<file path="src/rtl/axi_rd_arbiter_if.sv">
// AXI read-address and read-data channel bundle between the arbiter and the memory port.
interface axi_rd_arbiter_if;
  logic [3:0]  arid;
  logic [31:0] araddr;
  logic [2:0]  arsize;
  logic        arvalid;
  logic        arready;
  logic [3:0]  rid;
  logic [31:0] rdata;
  logic        rvalid;
  logic        rready;

  modport master (
    output arid, araddr, arsize, arvalid, rready,
    input  arready, rid, rdata, rvalid
  );

  modport slave (
    input  arid, araddr, arsize, arvalid, rready,
    output arready, rid, rdata, rvalid
  );
endinterface

</file>
<file path="src/rtl/axi_rd_arbiter.sv">
// Two-requester (inst/data) AXI read arbiter: data has priority with an inst anti-starvation limit,
// per-requester outstanding-read limits, and id-routed single-beat read returns.
module axi_rd_arbiter #(
  parameter int MAX_OUTST  = 2,
  parameter int STARVE_LIM = 4
) (
  input  logic                  clk,
  input  logic                  resetn,
  input  logic                  inst_req,
  input  logic [31:0]           inst_addr,
  input  logic [1:0]            inst_size,
  output logic                  inst_addr_ok,
  output logic                  inst_data_ok,
  output logic [31:0]           inst_rdata,
  input  logic                  data_req,
  input  logic [31:0]           data_addr,
  input  logic [1:0]            data_size,
  output logic                  data_addr_ok,
  output logic                  data_data_ok,
  output logic [31:0]           data_rdata,
  axi_rd_arbiter_if.master      axi
);

  localparam int              SW         = (STARVE_LIM < 1) ? 1 : $clog2(STARVE_LIM + 1);
  localparam logic [SW-1:0]   STARVE_MAX = SW'(STARVE_LIM);
  localparam logic [1:0]      OUTST_MAX  = 2'(MAX_OUTST);
  localparam logic [3:0]      ID_INST    = 4'd0;
  localparam logic [3:0]      ID_DATA    = 4'd1;

  typedef enum logic {IDLE, SEND} state_t;

  state_t         state_q, state_d;
  logic [31:0]    araddr_q;
  logic [2:0]     arsize_q;
  logic [3:0]     arid_q;
  logic           rready_q;
  logic [1:0]     inst_cnt_q, data_cnt_q;
  logic [SW-1:0]  starve_q;
  logic           grant_inst, grant_data;
  logic           inst_elig, data_elig;
  logic           ar_hs, r_hs;

  function automatic logic [SW-1:0] starve_inc(input logic [SW-1:0] v);
    return (v == STARVE_MAX) ? v : v + SW'(1);
  endfunction

  // Simultaneous issue and return cancel; a return with nothing outstanding is dropped.
  function automatic logic [1:0] outst_next(input logic [1:0] cnt, input logic inc, input logic dec);
    if (inc && !dec)
      return cnt + 2'd1;
    if (dec && !inc && cnt != 2'd0)
      return cnt - 2'd1;
    return cnt;
  endfunction

  assign inst_elig = inst_req && (inst_cnt_q < OUTST_MAX);
  assign data_elig = data_req && (data_cnt_q < OUTST_MAX);
  assign ar_hs     = (state_q == SEND) && axi.arready;
  assign r_hs      = axi.rvalid && rready_q;

  always_comb begin
    state_d    = state_q;
    grant_inst = 1'b0;
    grant_data = 1'b0;
    case (state_q)
      IDLE: begin
        // Gated by resetn so no accept can leak out combinationally while held in reset.
        if (resetn) begin
          grant_inst = inst_elig && (!data_elig || starve_q == STARVE_MAX);
          grant_data = data_elig && !grant_inst;
        end
        if (grant_inst || grant_data)
          state_d = SEND;
      end
      SEND: begin
        if (axi.arready)
          state_d = IDLE;
      end
      default: state_d = IDLE;
    endcase
  end

  assign inst_addr_ok = grant_inst;
  assign data_addr_ok = grant_data;
  assign axi.arvalid  = (state_q == SEND);
  assign axi.araddr   = araddr_q;
  assign axi.arsize   = arsize_q;
  assign axi.arid     = arid_q;
  assign axi.rready   = rready_q;

  always_ff @(posedge clk or negedge resetn) begin
    if (!resetn) begin
      state_q      <= IDLE;
      araddr_q     <= '0;
      arsize_q     <= '0;
      arid_q       <= '0;
      rready_q     <= 1'b0;
      inst_cnt_q   <= '0;
      data_cnt_q   <= '0;
      starve_q     <= '0;
      inst_data_ok <= 1'b0;
      data_data_ok <= 1'b0;
      inst_rdata   <= '0;
      data_rdata   <= '0;
    end else begin
      state_q  <= state_d;
      rready_q <= 1'b1;

      // AR stage: request captured at grant, held stable while SEND waits for arready
      if (grant_inst) begin
        araddr_q <= inst_addr;
        arsize_q <= {1'b0, inst_size};
        arid_q   <= ID_INST;
      end else if (grant_data) begin
        araddr_q <= data_addr;
        arsize_q <= {1'b0, data_size};
        arid_q   <= ID_DATA;
      end

      if (grant_inst)
        starve_q <= '0;
      else if (grant_data)
        starve_q <= inst_req ? starve_inc(starve_q) : '0;

      inst_cnt_q <= outst_next(inst_cnt_q, ar_hs && (arid_q == ID_INST), r_hs && (axi.rid == ID_INST));
      data_cnt_q <= outst_next(data_cnt_q, ar_hs && (arid_q == ID_DATA), r_hs && (axi.rid == ID_DATA));

      // R stage: one-cycle data_ok the cycle after the beat; unknown ids are swallowed
      inst_data_ok <= r_hs && (axi.rid == ID_INST);
      data_data_ok <= r_hs && (axi.rid == ID_DATA);
      if (r_hs && axi.rid == ID_INST)
        inst_rdata <= axi.rdata;
      if (r_hs && axi.rid == ID_DATA)
        data_rdata <= axi.rdata;
    end
  end

endmodule

</file>
<file path="src/flat_wrapper.sv">
// flat-port wrapper written by rule: the top's interface ports become plain ports
module axi_rd_arbiter_flat 
#(
  parameter int MAX_OUTST  = 2,
  parameter int STARVE_LIM = 4
)
  (clk, resetn, inst_req, inst_addr, inst_size, inst_addr_ok, inst_data_ok, inst_rdata, data_req, data_addr, data_size, data_addr_ok, data_data_ok, data_rdata, axi_arid, axi_araddr, axi_arsize, axi_arvalid, axi_rready, axi_arready, axi_rid, axi_rdata, axi_rvalid);
  axi_rd_arbiter_if axi_i ();
  input  logic clk;
  input  logic resetn;
  input  logic inst_req;
  input  logic [31:0] inst_addr;
  input  logic [1:0] inst_size;
  output logic inst_addr_ok;
  output logic inst_data_ok;
  output logic [31:0] inst_rdata;
  input  logic data_req;
  input  logic [31:0] data_addr;
  input  logic [1:0] data_size;
  output logic data_addr_ok;
  output logic data_data_ok;
  output logic [31:0] data_rdata;
  output wire logic [$bits(axi_i.arid)-1:0] axi_arid;
  output wire logic [$bits(axi_i.araddr)-1:0] axi_araddr;
  output wire logic [$bits(axi_i.arsize)-1:0] axi_arsize;
  output wire logic [$bits(axi_i.arvalid)-1:0] axi_arvalid;
  output wire logic [$bits(axi_i.rready)-1:0] axi_rready;
  input wire logic [$bits(axi_i.arready)-1:0] axi_arready;
  input wire logic [$bits(axi_i.rid)-1:0] axi_rid;
  input wire logic [$bits(axi_i.rdata)-1:0] axi_rdata;
  input wire logic [$bits(axi_i.rvalid)-1:0] axi_rvalid;
  assign axi_arid = axi_i.arid;
  assign axi_araddr = axi_i.araddr;
  assign axi_arsize = axi_i.arsize;
  assign axi_arvalid = axi_i.arvalid;
  assign axi_rready = axi_i.rready;
  assign axi_i.arready = axi_arready;
  assign axi_i.rid = axi_rid;
  assign axi_i.rdata = axi_rdata;
  assign axi_i.rvalid = axi_rvalid;
  axi_rd_arbiter #(.MAX_OUTST(MAX_OUTST), .STARVE_LIM(STARVE_LIM)) u_core (.clk(clk), .resetn(resetn), .inst_req(inst_req), .inst_addr(inst_addr), .inst_size(inst_size), .inst_addr_ok(inst_addr_ok), .inst_data_ok(inst_data_ok), .inst_rdata(inst_rdata), .data_req(data_req), .data_addr(data_addr), .data_size(data_size), .data_addr_ok(data_addr_ok), .data_data_ok(data_data_ok), .data_rdata(data_rdata), .axi(axi_i));
endmodule
</file>
<file path="config.mk">
export PLATFORM = sky130hd
export DESIGN_NAME = axi_rd_arbiter_flat
export DESIGN_NICKNAME = d
export VERILOG_FILES = /design/src/rtl/axi_rd_arbiter_if.sv /design/src/rtl/axi_rd_arbiter.sv /design/src/flat_wrapper.sv
export SDC_FILE = /design/constraint.sdc
export NUM_CORES = 1
export LEC_CHECK = 0
export CAP_MARGIN = 40
export CORE_UTILIZATION = 45
export DETAILED_ROUTE_END_ITERATION = 6
export PLACE_DENSITY = 0.84
export SLEW_MARGIN = 10
export SYNTH_ARGS = -nofsm -noshare
export SYNTH_HDL_FRONTEND = slang
export SYNTH_SLANG_ARGS = --single-unit
</file>
<file path="constraint.sdc">
create_clock -name clk -period 5.15 [get_ports clk]
set_input_delay 0.515 -clock clk [delete_from_list [all_inputs] [get_ports clk]]
set_output_delay 0.515 -clock clk [all_outputs]
set_load 0.05 [all_outputs]
</file>
==> parameters.txt <==
Parameter                              Value

Pwr
  Power per cell area    between 500 and 600 nW/um^2
  Static Leak    around 3.4 nW
  Total power    between 3 and 4 mW
  Maximum vdd drop    0.000373 V

Yosys
  Mapped cell area    between 4000 and 5000 sq um
  Synthesis Warnings    0
  Post-Synth XOR/XNOR Area    0.00366
  Predominant post-synthesis flop cell    sky130_fd_sc_hd__dfrtp_1
  Count of flip-flops with a built-in enable after synthesis    0
  Synth Area per Inst    around 11 sq um
  Sequential-to-total area share from yosys stat    0.574
  Area fraction in compound gates after synthesis    0.0595
  Count of state elements after synthesis    110
  Most common cell in the netlist    sky130_fd_sc_hd__nand2_1
  Number of distinct library cells after synthesis    38
  Share of synthesized cell area in and, or, nand and nor gates    0.133
  Yosys top cell area share    0.574
  Commonest cells in the netlist    134 x sky130_fd_sc_hd__nand2_1, 110 x sky130_fd_sc_hd__dfrtp_1, 36 x sky130_fd_sc_hd__mux2i_1, 34 x sky130_fd_sc_hd__o21ai_0, 28 x sky130_fd_sc_hd__mux2_4
  Proportion of synthesized flip-flops having asynchronous set or reset    1.00
  Fraction of synthesized area in multiplexers    0.172
  Synthesized netlist cell count    430
  Largest family of logic cells by synthesized area    multiplexers
  Top cell type by total area after synthesis    sky130_fd_sc_hd__dfrtp_1
  Top post-synthesis cells by area    sky130_fd_sc_hd__dfrtp_1 57%, sky130_fd_sc_hd__nand2_1 10%, sky130_fd_sc_hd__mux2_4 8.8%
  Post-Synth Adder-Cell Area    0.0104

Global routing
  Vias in the first global route    between 4000 and 5000
  Grt ovf    0
  Number of antenna violations at the first check in global routing    0
  Largest net degree at the start of global routing    75
  GRT Total Usage    0.227
  Global-route wire length before repair    around 20 mm

Status
  Result of the run    completed

Floorplan
  Die Area    ~11000 sq um
  Count of standard-cell rows    37
  Die X    around 110 um
  Height of the die    about 110 um
  Initial standard-cell utilization of the core    0.464
  Core Area    around 10000 sq um
  I/O pin cnt    around 220

Critical path
  Maximum fanout encountered on the critical timing path    74
  Crit path DAT    ~3.1 ns
  Startpoint-to-endpoint class of the critical path    reg -> out
  Kind of start point of the critical path    flip-flop
  Worst path required time    roughly 4.6 ns
  Crit path capture type    primary output

Cells and area
  Area occupied by multi-input gates    between 1500 and 2000 sq um
  Post-Route Utilization    0.698
  Number of antenna diodes    0
  Fraction of layout instances using a drive strength above 1    0.0919
  Area delta synth->final    50.5%
  Sequential standard cell area    around 2800 sq um
  Final standard cell area without fillers    between 7000 and 8000 sq um
  Final cell count without fillers    between 700 and 800
  Fill cell count    764
  Number of nets in the finished design    between 700 and 800

Timing
  Fraction of the cycle the final worst path needs    0.692
  Actual slew at the worst max-slew pin    0.623 ns
  Post-Route Setup TNS    0 ns
  Final-report hold violation count    0
  Highest clock frequency the design can meet    around 0.28 GHz
  Worst setup margin    roughly 1.6 ns
  Max-slew violations    0
  Final setup violation count    0
  Setup repair after global routing missed its margin    no
  Tightest hold margin    a little over 0.1 ns
  Clock skew    around 0.014 ns
  Remaining max-slew budget at the tightest pin    0.585
  Post-layout min period    around 3.6 ns

Clock tree
  Clock-pin slew on the worst setup and hold paths    about 0.10 ns
  Post-CTS setup repair buffer count    0
  Quantity of hold-fixing buffers added after cts    0
  Count of instances resized after the clock tree is built    0
  Clock tree from TritonCTS    built
  Maximum number of buffers from clock root to sink    2
  Num CTS Buffers    9
  Clock Latency Late Sink    0.36 ns
  Deepest level of the CTS H-tree    3
  Clock sink count    110
  CTS Root Buffer Type    sky130_fd_sc_hd__clkbuf_8

Routing
  Wire length after detailed routing    12.2 mm
  Number of vias after detailed routing    roughly 3800
  DRC viols    0
  Detail-routed via count per cell    approximately 5
  Starting DRC count in detailed routing    231
  DRT antenna net count    0
  Per-cell routed wire length    between 15 and 20 um
  Length of the first detailed-routing pass in iterations    4

Placement
  Quantity of I/O buffers inserted on ports    between 200 and 250
  Dpl hpwl    about 9 mm
  Worst slack, placed    about 1.7 ns
  Gp weighted congestion    0.804
  Instance count after placement with tap cells included    762
  Placed Instance Area    7030 sq um

Flow run
  Max-cap violations    0

Hold path
  Hold crit path type    in -> async
cells by family after synthesis:
logic type	count (synthesis)
AO/OA/AOI/OAI	50
XOR/XNOR	2
adder cells (fa/ha/maj)	4
buffers and inverters	38
flip-flops	110
multiplexers	68
other	2
AND/OR/NAND/NOR	156
state kept, by name (all words and copies together) (netlist names), 2 cells and up:
signal / count
u_core.axi.araddr: 32
u_core.axi.arsize: 2
u_core.data_cnt_q: 2
u_core.data_rdata: 32
u_core.inst_cnt_q: 2
u_core.inst_rdata: 32
u_core.starve_q: 3
cell type report:
class | count | area share
inverter | 11 | 0.00642
multi-input combinational | 285 | 0.256
sequential | 110 | 0.382
timing repair buffer | 220 | 0.307
clock buffer | 12 | 0.0201
tap | 136 | 0.0236
clock inverter | 4 | 0.00451
layer usage:
layer  up-vias  wire length [um]  part of all wire  track usage
met5         -                 0                 0            0
met4         0               350             0.029       0.0905
met3        25               566             0.046       0.0412
met2       143              6340              0.52        0.399
met1      1856              4930              0.40        0.275
li1       1824                 -                 -            -
power by group:
group	internal, mW	switching [mW]
Sequential	1.12	0.169
Combinational	0.699	1.23
Clock	0.192	0.283
Total	2.01	1.68
layout by cell type, fill, tap and decap left out, drive strengths merged, types with 3 or more instances in the layout:
| cell type | instances |
|---|---|
| mux2i | 36 |
| mux2 | 32 |
| inv | 10 |
| nand4 | 3 |
| ha | 4 |
| conb | 5 |
| nor2 | 6 |
| clkbuf | 12 |
| clkinv | 3 |
| nand2 | 134 |
| buf | 7 |
| clkdlybuf4s50 | 213 |
| nand3b | 3 |
| dfrtp | 110 |
| a21oi | 5 |
| o21ai | 36 |
worst max-delay path, stage by stage, from the launching register on:
cell and delay [ns]:
sky130_fd_sc_hd__dfrtp_1 0.43, sky130_fd_sc_hd__inv_1 0.09, sky130_fd_sc_hd__ha_1 0.21, sky130_fd_sc_hd__nand2_1 0.17, sky130_fd_sc_hd__a2111oi_4 0.31, sky130_fd_sc_hd__buf_4 0.55
sky130_fd_sc_hd__clkdlybuf4s50_1 0.92
path summary, 6_finish.rpt:
kind	from	endpoint	slack (ns)	cells past startpoint
max	u_core.starve_q[1]	inst_addr_ok	1.59	6
min	resetn	u_core.axi.araddr[31]	0.10	1
max reg2reg	u_core.starve_q[1]	u_core.axi.araddr[27]	3.02	6
min reg2reg	u_core.data_rdata[26]	u_core.data_rdata[26]	0.48	2
max in group asynchronous	resetn	u_core.inst_rdata[18]	4.07	3
min in group clk	u_core.data_rdata[26]	u_core.data_rdata[26]	0.48	2
(Power assumes the default switching activity.)
